==> src/rtl/time_display_driver.sv <==
// Binary-to-BCD conversion of a 16-bit count (iterative double-dabble) driving a
// 4-digit multiplexed common-anode 7-segment display with dp, zero blanking and overflow.
module time_display_driver #(
    parameter int unsigned REFRESH_DIV = 50000,
    parameter int unsigned DP_POS      = 1
) (
    input  logic        clock,
    input  logic        rst,
    input  logic [15:0] Time,
    output logic [6:0]  seg,
    output logic        dp,
    output logic [3:0]  an,
    output logic        overflow,
    output logic        conv_done
);

    localparam int unsigned BIN_W   = 16;
    localparam int unsigned NDIG    = 5;
    localparam int unsigned BCD_W   = 4 * NDIG;
    localparam int unsigned WORK_W  = BCD_W + BIN_W;
    localparam int unsigned CNT_W   = (REFRESH_DIV > 2) ? $clog2(REFRESH_DIV) : 1;
    localparam logic [CNT_W-1:0] CNT_MAX = CNT_W'(REFRESH_DIV - 1);
    localparam logic [3:0] SHIFT_LAST = 4'(BIN_W - 1);
    localparam logic [6:0] SEG_BLANK  = 7'h7F;

    typedef enum logic [1:0] {
        S_IDLE  = 2'd0,
        S_SHIFT = 2'd1,
        S_DONE  = 2'd2
    } state_t;

    state_t               state_q, state_d;
    logic [WORK_W-1:0]    work_q, work_d;
    logic [BIN_W-1:0]     last_q, last_d;
    logic                 force_q, force_d;
    logic [3:0]           shift_cnt_q, shift_cnt_d;
    logic [BCD_W-1:0]     digits_q, digits_d;
    logic                 overflow_q, overflow_d;
    logic                 conv_done_q, conv_done_d;
    logic [CNT_W-1:0]     refresh_cnt_q, refresh_cnt_d;
    logic [1:0]           idx_q, idx_d;
    logic [6:0]           seg_q, seg_d;
    logic                 dp_q, dp_d;
    logic [3:0]           an_q, an_d;

    logic                 start_c;
    logic                 load_c;
    logic                 shift_c;
    logic                 latch_c;
    logic [WORK_W-1:0]    work_adj_c;
    logic [3:0]           digit_c;
    logic                 hi_zero_c;
    logic                 blank_c;
    logic [6:0]           seg_dec_c;

    // A new conversion starts on any change of Time, or once after reset.
    assign start_c = (Time != last_q) || force_q;

    // FSM state register
    always_ff @(posedge clock) begin
        if (rst) begin
            state_q <= S_IDLE;
        end else begin
            state_q <= state_d;
        end
    end

    // FSM next-state logic
    always_comb begin
        state_d = state_q;
        case (state_q)
            S_IDLE:  if (start_c) state_d = S_SHIFT;
            S_SHIFT: if (shift_cnt_q == SHIFT_LAST) state_d = S_DONE;
            S_DONE:  state_d = S_IDLE;
            default: state_d = S_IDLE;
        endcase
    end

    // FSM output decode: datapath strobes
    always_comb begin
        load_c  = 1'b0;
        shift_c = 1'b0;
        latch_c = 1'b0;
        case (state_q)
            S_IDLE:  load_c  = start_c;
            S_SHIFT: shift_c = 1'b1;
            S_DONE:  latch_c = 1'b1;
            default: ;
        endcase
    end

    // Add-3 correction on every BCD nibble that is 5 or more, ahead of the shift
    always_comb begin
        work_adj_c = work_q;
        for (int i = 0; i < int'(NDIG); i++) begin
            if (work_q[BIN_W + 4*i +: 4] >= 4'd5) begin
                work_adj_c[BIN_W + 4*i +: 4] = work_q[BIN_W + 4*i +: 4] + 4'd3;
            end
        end
    end

    // Conversion datapath next state
    always_comb begin
        work_d      = work_q;
        last_d      = last_q;
        force_d     = force_q;
        shift_cnt_d = shift_cnt_q;
        digits_d    = digits_q;
        overflow_d  = overflow_q;
        conv_done_d = latch_c;
        if (load_c) begin
            work_d      = {{BCD_W{1'b0}}, Time};
            last_d      = Time;
            force_d     = 1'b0;
            shift_cnt_d = 4'd0;
        end
        if (shift_c) begin
            work_d      = {work_adj_c[WORK_W-2:0], 1'b0};
            shift_cnt_d = shift_cnt_q + 4'd1;
        end
        if (latch_c) begin
            digits_d   = work_q[WORK_W-1:BIN_W];
            overflow_d = (work_q[WORK_W-1 -: 4] != 4'd0);
        end
    end

    always_ff @(posedge clock) begin
        if (rst) begin
            work_q      <= '0;
            last_q      <= '0;
            force_q     <= 1'b1;
            shift_cnt_q <= 4'd0;
            digits_q    <= '0;
            overflow_q  <= 1'b0;
            conv_done_q <= 1'b0;
        end else begin
            work_q      <= work_d;
            last_q      <= last_d;
            force_q     <= force_d;
            shift_cnt_q <= shift_cnt_d;
            digits_q    <= digits_d;
            overflow_q  <= overflow_d;
            conv_done_q <= conv_done_d;
        end
    end

    // Refresh timebase: each digit stays lit for REFRESH_DIV cycles
    always_comb begin
        refresh_cnt_d = refresh_cnt_q + CNT_W'(1);
        idx_d         = idx_q;
        if (refresh_cnt_q == CNT_MAX) begin
            refresh_cnt_d = '0;
            idx_d         = idx_q + 2'd1;
        end
    end

    // Digit select and leading-zero detection over the digit and everything above it
    always_comb begin
        digit_c   = digits_q[3:0];
        hi_zero_c = 1'b0;
        case (idx_q)
            2'd0: begin
                digit_c   = digits_q[3:0];
                hi_zero_c = (digits_q == '0);
            end
            2'd1: begin
                digit_c   = digits_q[7:4];
                hi_zero_c = (digits_q[BCD_W-1:4] == '0);
            end
            2'd2: begin
                digit_c   = digits_q[11:8];
                hi_zero_c = (digits_q[BCD_W-1:8] == '0);
            end
            default: begin
                digit_c   = digits_q[15:12];
                hi_zero_c = (digits_q[BCD_W-1:12] == '0);
            end
        endcase
        blank_c = (32'(idx_q) > DP_POS) && hi_zero_c;
    end

    // Active-low {g,f,e,d,c,b,a} decode; non-decimal codes go dark
    always_comb begin
        case (digit_c)
            4'd0:    seg_dec_c = 7'h40;
            4'd1:    seg_dec_c = 7'h79;
            4'd2:    seg_dec_c = 7'h24;
            4'd3:    seg_dec_c = 7'h30;
            4'd4:    seg_dec_c = 7'h19;
            4'd5:    seg_dec_c = 7'h12;
            4'd6:    seg_dec_c = 7'h02;
            4'd7:    seg_dec_c = 7'h78;
            4'd8:    seg_dec_c = 7'h00;
            4'd9:    seg_dec_c = 7'h10;
            default: seg_dec_c = SEG_BLANK;
        endcase
    end

    always_comb begin
        seg_d = blank_c ? SEG_BLANK : seg_dec_c;
        dp_d  = (32'(idx_q) != DP_POS);
        an_d  = ~(4'b0001 << idx_q);
    end

    // Display timebase and pin registers
    always_ff @(posedge clock) begin
        if (rst) begin
            refresh_cnt_q <= '0;
            idx_q         <= 2'd0;
            seg_q         <= SEG_BLANK;
            dp_q          <= 1'b1;
            an_q          <= 4'hF;
        end else begin
            refresh_cnt_q <= refresh_cnt_d;
            idx_q         <= idx_d;
            seg_q         <= seg_d;
            dp_q          <= dp_d;
            an_q          <= an_d;
        end
    end

    assign seg       = seg_q;
    assign dp        = dp_q;
    assign an        = an_q;
    assign overflow  = overflow_q;
    assign conv_done = conv_done_q;

endmodule

==> config.mk <==
export PLATFORM = sky130hd
export DESIGN_NAME = time_display_driver
export DESIGN_NICKNAME = d
export VERILOG_FILES = /design/src/rtl/time_display_driver.sv
export SDC_FILE = /design/constraint.sdc
export NUM_CORES = 1
export LEC_CHECK = 0
export BUFFER_PORTS_ARGS = -buffer_cell sky130_fd_sc_hd__buf_2
export CELL_PAD_IN_SITES_DETAIL_PLACEMENT = 0
export CELL_PAD_IN_SITES_GLOBAL_PLACEMENT = 2
export CORE_MARGIN = 2
export CORE_UTILIZATION = 35
export CTS_CLUSTER_DIAMETER = 100
export DETAILED_ROUTE_END_ITERATION = 6
export PLACE_DENSITY_LB_ADDON = 0.05
export SYNTH_ARGS = -nofsm -noshare
export SYNTH_HDL_FRONTEND = slang
export SYNTH_SLANG_ARGS = --single-unit
==> constraint.sdc <==
create_clock -name clock -period 1.9 [get_ports clock]
set_input_delay 0.19 -clock clock [delete_from_list [all_inputs] [get_ports clock]]
set_output_delay 0.19 -clock clock [all_outputs]
set_load 0.02 [all_outputs]
==> results.sh, run 1 <==
export IMPL_dp_hpwl_um=8952
export IMPL_outcome="finished, violations left"
export IMPL_yosys_register_bits=110
export IMPL_finalCriticalPeriod_ns=1.937
export IMPL_fin_nets=695
export IMPL_synth_seq_area_share_pct=40.48
export IMPL_vias=4327
export IMPL_ant_nets=0
export IMPL_skew_ns=0.008495
export IMPL_finalHoldViolCount=0
export IMPL_synthCells=600
export IMPL_die_h_um=128.7
export IMPL_setup_ws_ns=-0.03665
export IMPL_cts_root_buf="clkbuf_16"
export IMPL_h_tree_depth=3
export IMPL_drtIter0Drc=173
export IMPL_maxSlewHeadroom_pct=68.04
export IMPL_core_area_um2=15200
export IMPL_multiInputGateArea_um2=3159
export IMPL_avgViaCountPerCell=5.103
export IMPL_io_pins=32
export IMPL_period_share_pct=101.9
export IMPL_cp_required_ns=2.15
export IMPL_grt_pass1_wl_um=21330
export IMPL_rows=45
export IMPL_grt_util_all_layers_pct=16.35
export IMPL_die_x_um=128.7
export IMPL_synth_fp_nets=639
export IMPL_min_path_type="primary input to flip-flop"
export IMPL_grt_start_max_net_pins=68
export IMPL_vdd_drop_max_v=0.0004264
export IMPL_cts_buffers_inserted=9
export IMPL_crit_path_max_fanout=6
export IMPL_ys_top_cells_by_area="dfxtp_1, nand2b_1, mux2i_1"
export IMPL_maxCapViolations=0
export IMPL_slew_viol_final=0
export IMPL_hold_ws_ns=0.1330
export IMPL_preCtsSetupSlack_ns=-0.1120
export IMPL_clockBufferDepth=2
export IMPL_cts_tree="done"
export IMPL_drcViolationCount=0
export IMPL_antenna_found_initial=0
export IMPL_clock_latency_ns=0.35
export IMPL_synth_top_cell_by_area="dfxtp_1"
export IMPL_synth_edf_count=0
export IMPL_violations="negative setup slack"
export IMPL_synth_flop_cell="dfxtp_1"
export IMPL_synth_top_area_share_pct=40.48
export IMPL_seq_area_um2=2218
export IMPL_dieArea_um2=16560
export IMPL_port_buffers=31
export IMPL_wire_per_inst_um=15.35
export IMPL_final_area_um2=6664
export IMPL_start_kind="flip-flop"
export IMPL_yosysWarnings=0
export IMPL_fmax_mhz=516.4
export IMPL_finalWeightedCongestion=0.7892
export IMPL_area_growth_pct=22.49
export IMPL_tightest_slew_ns=0.4794
export IMPL_syn_area_um2=5440
export IMPL_setup_viol=3
export IMPL_rsz0062_at_grt="yes"
export IMPL_routed_wl_um=13010
export IMPL_first_pass_iters=5
export IMPL_postSynth_asyncResetShare_pct=0
export IMPL_grt_pass1_vias=4319
export IMPL_power_uw=4848
export IMPL_pwr_density_cell_nw_per_um2=727.5
export IMPL_endpoint_kind="flip-flop"
export IMPL_critical_path_class="flip-flop to flip-flop"
export IMPL_yosysMostFrequentCell="dfxtp_1"
export IMPL_cts_sinks=110
export IMPL_syn_area_per_cell_um2=9.067
export IMPL_arrival_ns=2.18
export IMPL_ys_types=48
export IMPL_dpl_instance_area_um2=6048
export IMPL_reg2reg_slack_ns=-0.04
export IMPL_clk_pin_slew_worst_paths_ns=0.07
export IMPL_grt_overflow=0
export IMPL_postCtsHoldBufs=0
export IMPL_p_leak_uw=0.002412
export IMPL_antennaDiodeCount=0
export IMPL_drive_above_1_share_pct=23.79
export IMPL_nFillCells=1504
export IMPL_synth_common_cells="dfxtp_1, nand2_1, nand2b_1"
export IMPL_setup_tns_final_ns=-0.05629
export IMPL_initial_core_util_pct=35.79
cell type report:
class,count,area share [%]
Clock buffer,11,3.492
Timing Repair Buffer,84,9.482
Multi-Input combinational cell,422,47.41
Tap cell,188,3.530
Clock inverter,4,1.089
Sequential cell,110,33.29
Inverter,29,1.709
cell usage in the layout, fill, tap and decap left out, drive strengths merged, types with 12 or more instances in the layout:
master  netlist  layout
buf          12      83
clkbuf       27      12
inv          29      29
xnor2        26      26
ha           21      21
nand2        59      59
mux2i        34      34
nand2b       58      58
o21ai        12      12
nor2         37      37
a211oi       21      21
xor2         20      20
dfxtp       110     110
o32ai        28      28
a21oi        34      34
per-stage QoR:
step / util (%) / std cells
after CTS: 42.31 / 844
final: 43.84 / 848
after floorplan: - / 600
after global routing: 43.84 / 848
after detailed placement: 39.79 / 826
after global placement: 39.79 / 826
timing repair:
action	in CTS	in global routing
gates cloned	0	1
resized for setup	16	41
pin swaps	1	8
endpoints found under the setup margin	26	64
setup buffers	3	3
logic make-up (layout without fill, tap and decap cells):
kind of cell | count (synthesis) | count (layout) | share of synthesized area (%)
AOI/OAI and AO/OA | 115 | 115 | 16.31
adders and majority gates | 21 | 21 | 4.830
buffers and inverters | 68 | 128 | 5.451
DFF | 110 | 110 | 40.48
muxes | 36 | 36 | 6.670
xor gates and xnor gates | 46 | 46 | 7.406
and+or+nand+nor | 204 | 204 | 18.86
worst paths after layout:
kind | cells after the start | endpoint | startpoint
worst min-delay path | 3 | last_q[11]$_SDFFE_PP0N_ | Time[11]
worst min register to register | 1 | refresh_cnt_q[0]$_SDFF_PP0_ | refresh_cnt_q[0]$_SDFF_PP0_
worst max-delay path | 9 | seg[6]$_SDFF_PP1_ | idx_q[0]$_SDFFE_PP0P_
worst max register to register | 9 | seg[6]$_SDFF_PP1_ | idx_q[0]$_SDFFE_PP0P_
routing by layer:
| metal | part of all wire (%) | global-route usage, % |
|---|---|---|
| met1 | 47 | 20.83 |
| met2 | 48 | 27.23 |
| met3 | 2.9 | 4.200 |
| met4 | 1.5 | 5.051 |
| met5 | 0 | 0 |
where the power goes:
group,internal (µW),switching (µW),total (µW)
combinational,199,215,415
clock,1150,857,2010
sequential,2370,54.3,2430
total,3720,1130,4850
critical path: stages (launching register included):
cell and delay (ns):
dfxtp_4 0.39, inv_4 0.06, ha_4 0.17, a222oi_1 0.49, mux2i_4 0.18, buf_6 0.16, buf_6 0.11, xnor2_2 0.11
nor2_1 0.10, o21ai_1 0.07
state kept, by name, indices dropped and copies added, names as in the netlist, 2 cells and up:
signal and flops:
work_q 36, digits_q 20, last_q 16, refresh_cnt_q 16, seg 7, an 4, shift_cnt_q 4, idx_q 2
state_q 2
Note: power is estimated with default switching activity, not from simulation.
==> run 2: changes to the inputs <==
CORE_UTILIZATION = 41   (was 35)
clock period = 2.33 ns   (was 1.9 ns; I/O delays follow)
==> run 2 against run 1 <==
  * The flow now finishes without violations
  * Sequential cell count unchanged
  * Sequential power decreased by 19%
  * Setup slack gained 0.22 ns
  * Worst hold slack better by 0.038 ns
  * Register-to-register slack improved by 0.22 ns
  * Final cell count shrank 5.5%
  * Total power is 23% lower
  * Design area shrank 9.1%
  * Die area fell by 14%
  * Global-route usage increased by 1.1 points
  * Largest power group unchanged
==> results.sh, run 2 (synthesized netlist as in run 1, its figures left out) <==
export IMPL_outcome="complete, no violations"
export IMPL_core_area_um2=13090
export IMPL_layout_common_cells="dfxtp_1, nand2_1, nand2b_1, nor2_1, a21oi_1"
export IMPL_h_tree_depth=3
export IMPL_fin_nets=661
export IMPL_critical_path_class="flip-flop to flip-flop"
export IMPL_cts_tree="done"
export IMPL_start_kind="flip-flop"
export IMPL_grt_util_all_layers_pct=17.40
export IMPL_pwr_density_cell_nw_per_um2=618.6
export IMPL_skew_ns=0.008401
export IMPL_die_x_um=119.2
export IMPL_fmax_mhz=465.5
export IMPL_slew_viol_final=0
export IMPL_drcViolationCount=0
export IMPL_clockBufferDepth=2
export IMPL_preCtsSetupSlack_ns=0.1640
export IMPL_min_path_type="primary input to flip-flop"
export IMPL_p_leak_uw=0.002164
export IMPL_rsz0062_at_grt="no"
export IMPL_first_pass_iters=5
export IMPL_drtIter0Drc=216
export IMPL_grt_pass1_wl_um=19780
export IMPL_antennaDiodeCount=0
export IMPL_cts_sinks=110
export IMPL_avgViaCountPerCell=5.135
export IMPL_setup_ws_ns=0.1816
export IMPL_grt_start_max_net_pins=61
export IMPL_dp_hpwl_um=8020
export IMPL_finalHoldViolCount=0
export IMPL_regMostFlops="work_q"
export IMPL_clk_pin_slew_worst_paths_ns=0.07
export IMPL_setup_tns_final_ns=0
export IMPL_rows=42
export IMPL_wire_per_inst_um=14.87
export IMPL_period_share_pct=92.21
export IMPL_io_pins=32
export IMPL_finalCriticalPeriod_ns=2.148
export IMPL_vdd_drop_max_v=0.0003219
export IMPL_cp_required_ns=2.54
export IMPL_maxCapViolations=0
export IMPL_dieArea_um2=14210
export IMPL_grt_pass1_vias=3936
export IMPL_drive_above_1_share_pct=13.60
export IMPL_initial_core_util_pct=41.58
export IMPL_arrival_ns=2.36
export IMPL_antenna_found_initial=0
export IMPL_setup_viol=0
export IMPL_maxSlewHeadroom_pct=46.11
export IMPL_port_buffers=31
export IMPL_grt_overflow=0
export IMPL_ant_nets=0
export IMPL_reg_top3="work_q: 36 flops, digits_q: 20 flops"
export IMPL_cts_root_buf="clkbuf_16"
export IMPL_final_common_cell="dfxtp_1"
export IMPL_die_h_um=119.2
export IMPL_largest_register_ff_count=36
export IMPL_routed_wl_um=11910
export IMPL_crit_path_max_fanout=7
export IMPL_vias=4113
export IMPL_area_growth_pct=11.38
export IMPL_tightest_slew_ns=0.7859
export IMPL_place_inst=785
export IMPL_clock_latency_ns=0.35
export IMPL_endpoint_kind="flip-flop"
export IMPL_finalWeightedCongestion=0.7775
export IMPL_final_cell_count_no_fill=801
export IMPL_cts_buffers_inserted=9
run 2: cell count changes in the layout (fill, tap and decap cells not counted), moves of 5 or more:
cell      delta
buf_4       -26
ha_1         +5
xnor2_1      +5
o21ai_0      +6
dfxtp_1      +8
o32ai_1      +6
o32ai_2      -6
a211oi_1     +6
o21ai_1      -5
xnor2_2      -5
dfxtp_2      -6
a211oi_2     -6
run 2: timing repair:
item	in CTS	in global routing
setup buffers	0	2
hold buffers	0	0
setup endpoints to repair	0	6
resized for setup	0	4
run 2: area by class of cell:
class / count / area, µm²
clock buffer: 13 / 270.3
clock inverter: 1 / 5.005
multi-input combinational: 422 / 2954
tap: 176 / 220.2
timing repair buffer: 50 / 297.8
sequential: 110 / 2203
inverter: 29 / 108.9
fill: 1283 / 7025
run 2: critical path, cell delays in order, from the launching register on:
cell      delay, ns
dfxtp_1        0.39
inv_1          0.11
ha_1           0.28
a222oi_1       0.43
mux2i_2        0.23
buf_4          0.19
and2_1         0.14
a21oi_1        0.16
nand3_1        0.09
run 2: path summary, 6_finish.rpt:
check	end	depth (start not counted)	slack (ns)	startpoint
hold reg to reg	refresh_cnt_q[0]$_SDFF_PP0_	1	0.44	refresh_cnt_q[0]$_SDFF_PP0_
setup / recovery	seg[0]$_SDFF_PP1_	8	0.18	idx_q[0]$_SDFFE_PP0P_
setup reg to reg	seg[0]$_SDFF_PP1_	8	0.18	idx_q[0]$_SDFFE_PP0P_
hold / removal	last_q[11]$_SDFFE_PP0N_	3	0.17	Time[11]
run 2: routing by layer:
metal | vias to the layer above | routed length (µm) | global-route usage, %
li1 | 2119 | - | -
met1 | 1932 | 5867 | 23.04
met2 | 49 | 5573 | 28.52
met3 | 13 | 263 | 2.538
met4 | 0 | 206 | 6.920
met5 | - | 0 | 0
run 2: through the flow:
step | util (%) | cell area [µm²] | total power [µW] | hold slack, ns
after floorplan | - | 5440 | 2219 | 0.3852
after global placement | 43.99 | 5756 | 2309 | 0.4256
after detailed placement | 43.99 | 5756 | 2314 | 0.4348
after CTS | 46.09 | 6031 | 3800 | 0.1641
after global routing | 46.31 | 6060 | 3900 | 0.1846
final | 46.31 | 6060 | 3748 | 0.1711
run 2: where the power goes:
group | internal [µW] | switching [µW] | total [µW]
registers | 1940 | 37.1 | 1970
logic | 127 | 165 | 292
clock network | 802 | 681 | 1480
total | 2860 | 883 | 3750
==> run 3: changes to the inputs <==
==> constraint.sdc (replaced) <==
create_clock -name clock -period 2.33 [get_ports clock]
set_input_delay 0.3495 -clock clock [delete_from_list [all_inputs] [get_ports clock]]
set_output_delay 0.3495 -clock clock [all_outputs]
set_load 0.02 [all_outputs]
==> run 3 against run 2 <==
  * Die area is the same
  * Global-route usage grew 0.20 points
  * Sequential share of layout area shrank 0.36 points
  * Utilization grew 0.44 points
  * Highest routed layer unchanged
==> results.sh, run 3 (synthesized netlist as in run 1, its figures left out) <==
export IMPL_outcome="complete, no violations"
export IMPL_clkPwrFrac_pct=40.9
export IMPL_post_route_util_pct=46.75
export IMPL_fin_nets=664
export IMPL_clockBufferDepth=2
export IMPL_endpoint_kind="flip-flop"
export IMPL_cp_required_ns=2.53
export IMPL_drtIter0Drc=150
export IMPL_p_comb_share_pct=7.7
export IMPL_cts_tree="done"
export IMPL_layout_common_cells="dfxtp_1, nand2_1, nand2b_1, nor2_1, a21oi_1"
export IMPL_dp_hpwl_um=8264
export IMPL_cp_top_family="compound AO/OA/AOI/OAI gates"
export IMPL_regMostFlops="work_q"
export IMPL_finalCriticalPeriod_ns=2.152
export IMPL_grt_pass1_wl_um=19980
export IMPL_finalHoldViolCount=0
export IMPL_clk_pin_slew_worst_paths_ns=0.07
export IMPL_crit_path_max_fanout=9
export IMPL_grt_util_all_layers_pct=17.59
export IMPL_slew_viol_final=0
export IMPL_p_seq_share_pct=51.4
export IMPL_cts_buffers_inserted=9
export IMPL_reg_top3="work_q: 36 flops, digits_q: 20 flops"
export IMPL_dpl_instance_area_um2=5778
export IMPL_dieArea_um2=14210
export IMPL_die_x_um=119.2
export IMPL_routed_wl_um=11800
export IMPL_setup_viol=0
export IMPL_worst_path_buf_inv=1
export IMPL_routed_wl_met3_um=208
export IMPL_rows=42
export IMPL_setup_ws_ns=0.1782
export IMPL_ant_nets=0
export IMPL_clock_latency_ns=0.35
export IMPL_critical_path_class="flip-flop to flip-flop"
export IMPL_grt_pass1_vias=3973
export IMPL_antennaDiodeCount=0
export IMPL_largest_register_ff_count=36
export IMPL_final_common_cell="dfxtp_1"
export IMPL_fmax_mhz=464.7
export IMPL_area_growth_pct=12.44
export IMPL_start_kind="flip-flop"
export IMPL_wl_met2_um=5664
export IMPL_die_h_um=119.2
export IMPL_vdd_drop_max_v=0.0002898
export IMPL_maxCapViolations=0
export IMPL_port_buffers=31
export IMPL_grt_overflow=0
export IMPL_p_sw_uw=882.4
export IMPL_crit_chain="inv_1, ha_2, a222oi_1, mux2i_2, and2_1, a21oi_1, nand3_1"
export IMPL_pwr_density_cell_nw_per_um2=628.1
export IMPL_io_pins=32
export IMPL_first_pass_iters=4
export IMPL_drcViolationCount=0
export IMPL_p_int_uw=2960
export IMPL_preCtsSetupSlack_ns=0.07842
export IMPL_p_sw_share_pct=22.97
export IMPL_wl_met1_um=5715
export IMPL_maxSlewHeadroom_pct=56.11
export IMPL_arrival_ns=2.35
export IMPL_max_stage_delay_ns=0.48
export IMPL_vias=4124
export IMPL_cts_sinks=110
export IMPL_setup_tns_final_ns=0
export IMPL_finalWeightedCongestion=0.7778
export IMPL_grt_start_max_net_pins=52
export IMPL_final_area_um2=6117
export IMPL_postCtsHoldBufs=0
export IMPL_avgViaCountPerCell=5.117
export IMPL_antenna_found_initial=0
export IMPL_core_area_um2=13090
export IMPL_min_path_type="primary input to flip-flop"
export IMPL_wire_per_inst_um=14.64
export IMPL_cts_root_buf="clkbuf_16"
export IMPL_p_leak_uw=0.002186
export IMPL_drive_above_1_share_pct=14.44
export IMPL_h_tree_depth=3
export IMPL_initial_core_util_pct=41.58
export IMPL_highest_layer="met4"
export IMPL_period_share_pct=92.35
export IMPL_tightest_slew_ns=0.6524
export IMPL_rsz0062_at_grt="no"
export IMPL_skew_ns=0.007099
export IMPL_slowest_stage="a222oi_1"
## run 3: cell count changes in the layout (fill, tap and decap cells not counted)
cell        before  now
buf_4           19   22
bufinv_16        0    1
clkbuf_1         1    2
clkbuf_8         3    2
clkinvlp_4       0    1
dfxtp_1        109  110
dfxtp_2          1    0
ha_1            21   19
ha_2             0    2
mux2i_1         33   32
mux2i_2          1    2
## run 3: area by class of cell
| class | instances | area [µm²] |
|---|---|---|
| flip-flops and latches | 110 | 2202 |
| clock buffers | 13 | 260.3 |
| multi-input cells | 422 | 2963 |
| repair buffers | 53 | 320.3 |
| inverters | 29 | 108.9 |
| fillers | 1278 | 6968 |
| well taps | 176 | 220.2 |
| clock inverters | 3 | 42.54 |
## run 3: path summary, 6_finish.rpt
path                                                   from  slack (ns)                          end  depth (start not counted)
worst max-delay path                  idx_q[0]$_SDFFE_PP0P_        0.18            seg[0]$_SDFF_PP1_                          7
worst min-delay path                               Time[15]        0.28      last_q[15]$_SDFFE_PP0N_                          3
worst max register to register        idx_q[0]$_SDFFE_PP0P_        0.18            seg[0]$_SDFF_PP1_                          7
worst min register to register  refresh_cnt_q[0]$_SDFF_PP0_        0.44  refresh_cnt_q[0]$_SDFF_PP0_                          1
## run 3: through the flow
step	hold WS [ns]	instances	power, µW
2_1_floorplan	0.4132	600	2219
3_3_place_gp	0.4252	788	2314
3_5_place_dp	0.4317	788	2318
4_1_cts	0.2739	804	3898
5_1_grt	0.2929	806	3999
6_report	0.2850	806	3842
## run 3: worst min-delay path: cells and delay by family
family                 cells  cell delay, ns
buffers and inverters      1            0.12
multiplexers               1            0.06
AND/OR/NAND/NOR            1            0.06
## run 3: power groups by stage
stage	Combinational, µW	Sequential (µW)	Clock (µW)
4_1_cts	303	1970	1620
6_report	297	1970	1570
3_3_place_gp	298	2020	0
2_1_floorplan	203	2020	0
3_5_place_dp	301	2020	0
5_1_grt	328	1980	1690
## run 3: layer usage
layer | GRT usage, % | vias to the layer above
li1 | - | 2129
met1 | 22.78 | 1941
met2 | 29.17 | 43
met3 | 2.443 | 11
met4 | 7.813 | 0
met5 | 0 | -
## run 3: what timing repair did
action                                  CTS  global route
endpoints found under the setup margin    0             7
resized for setup                         0             6
buffers inserted                          0             2
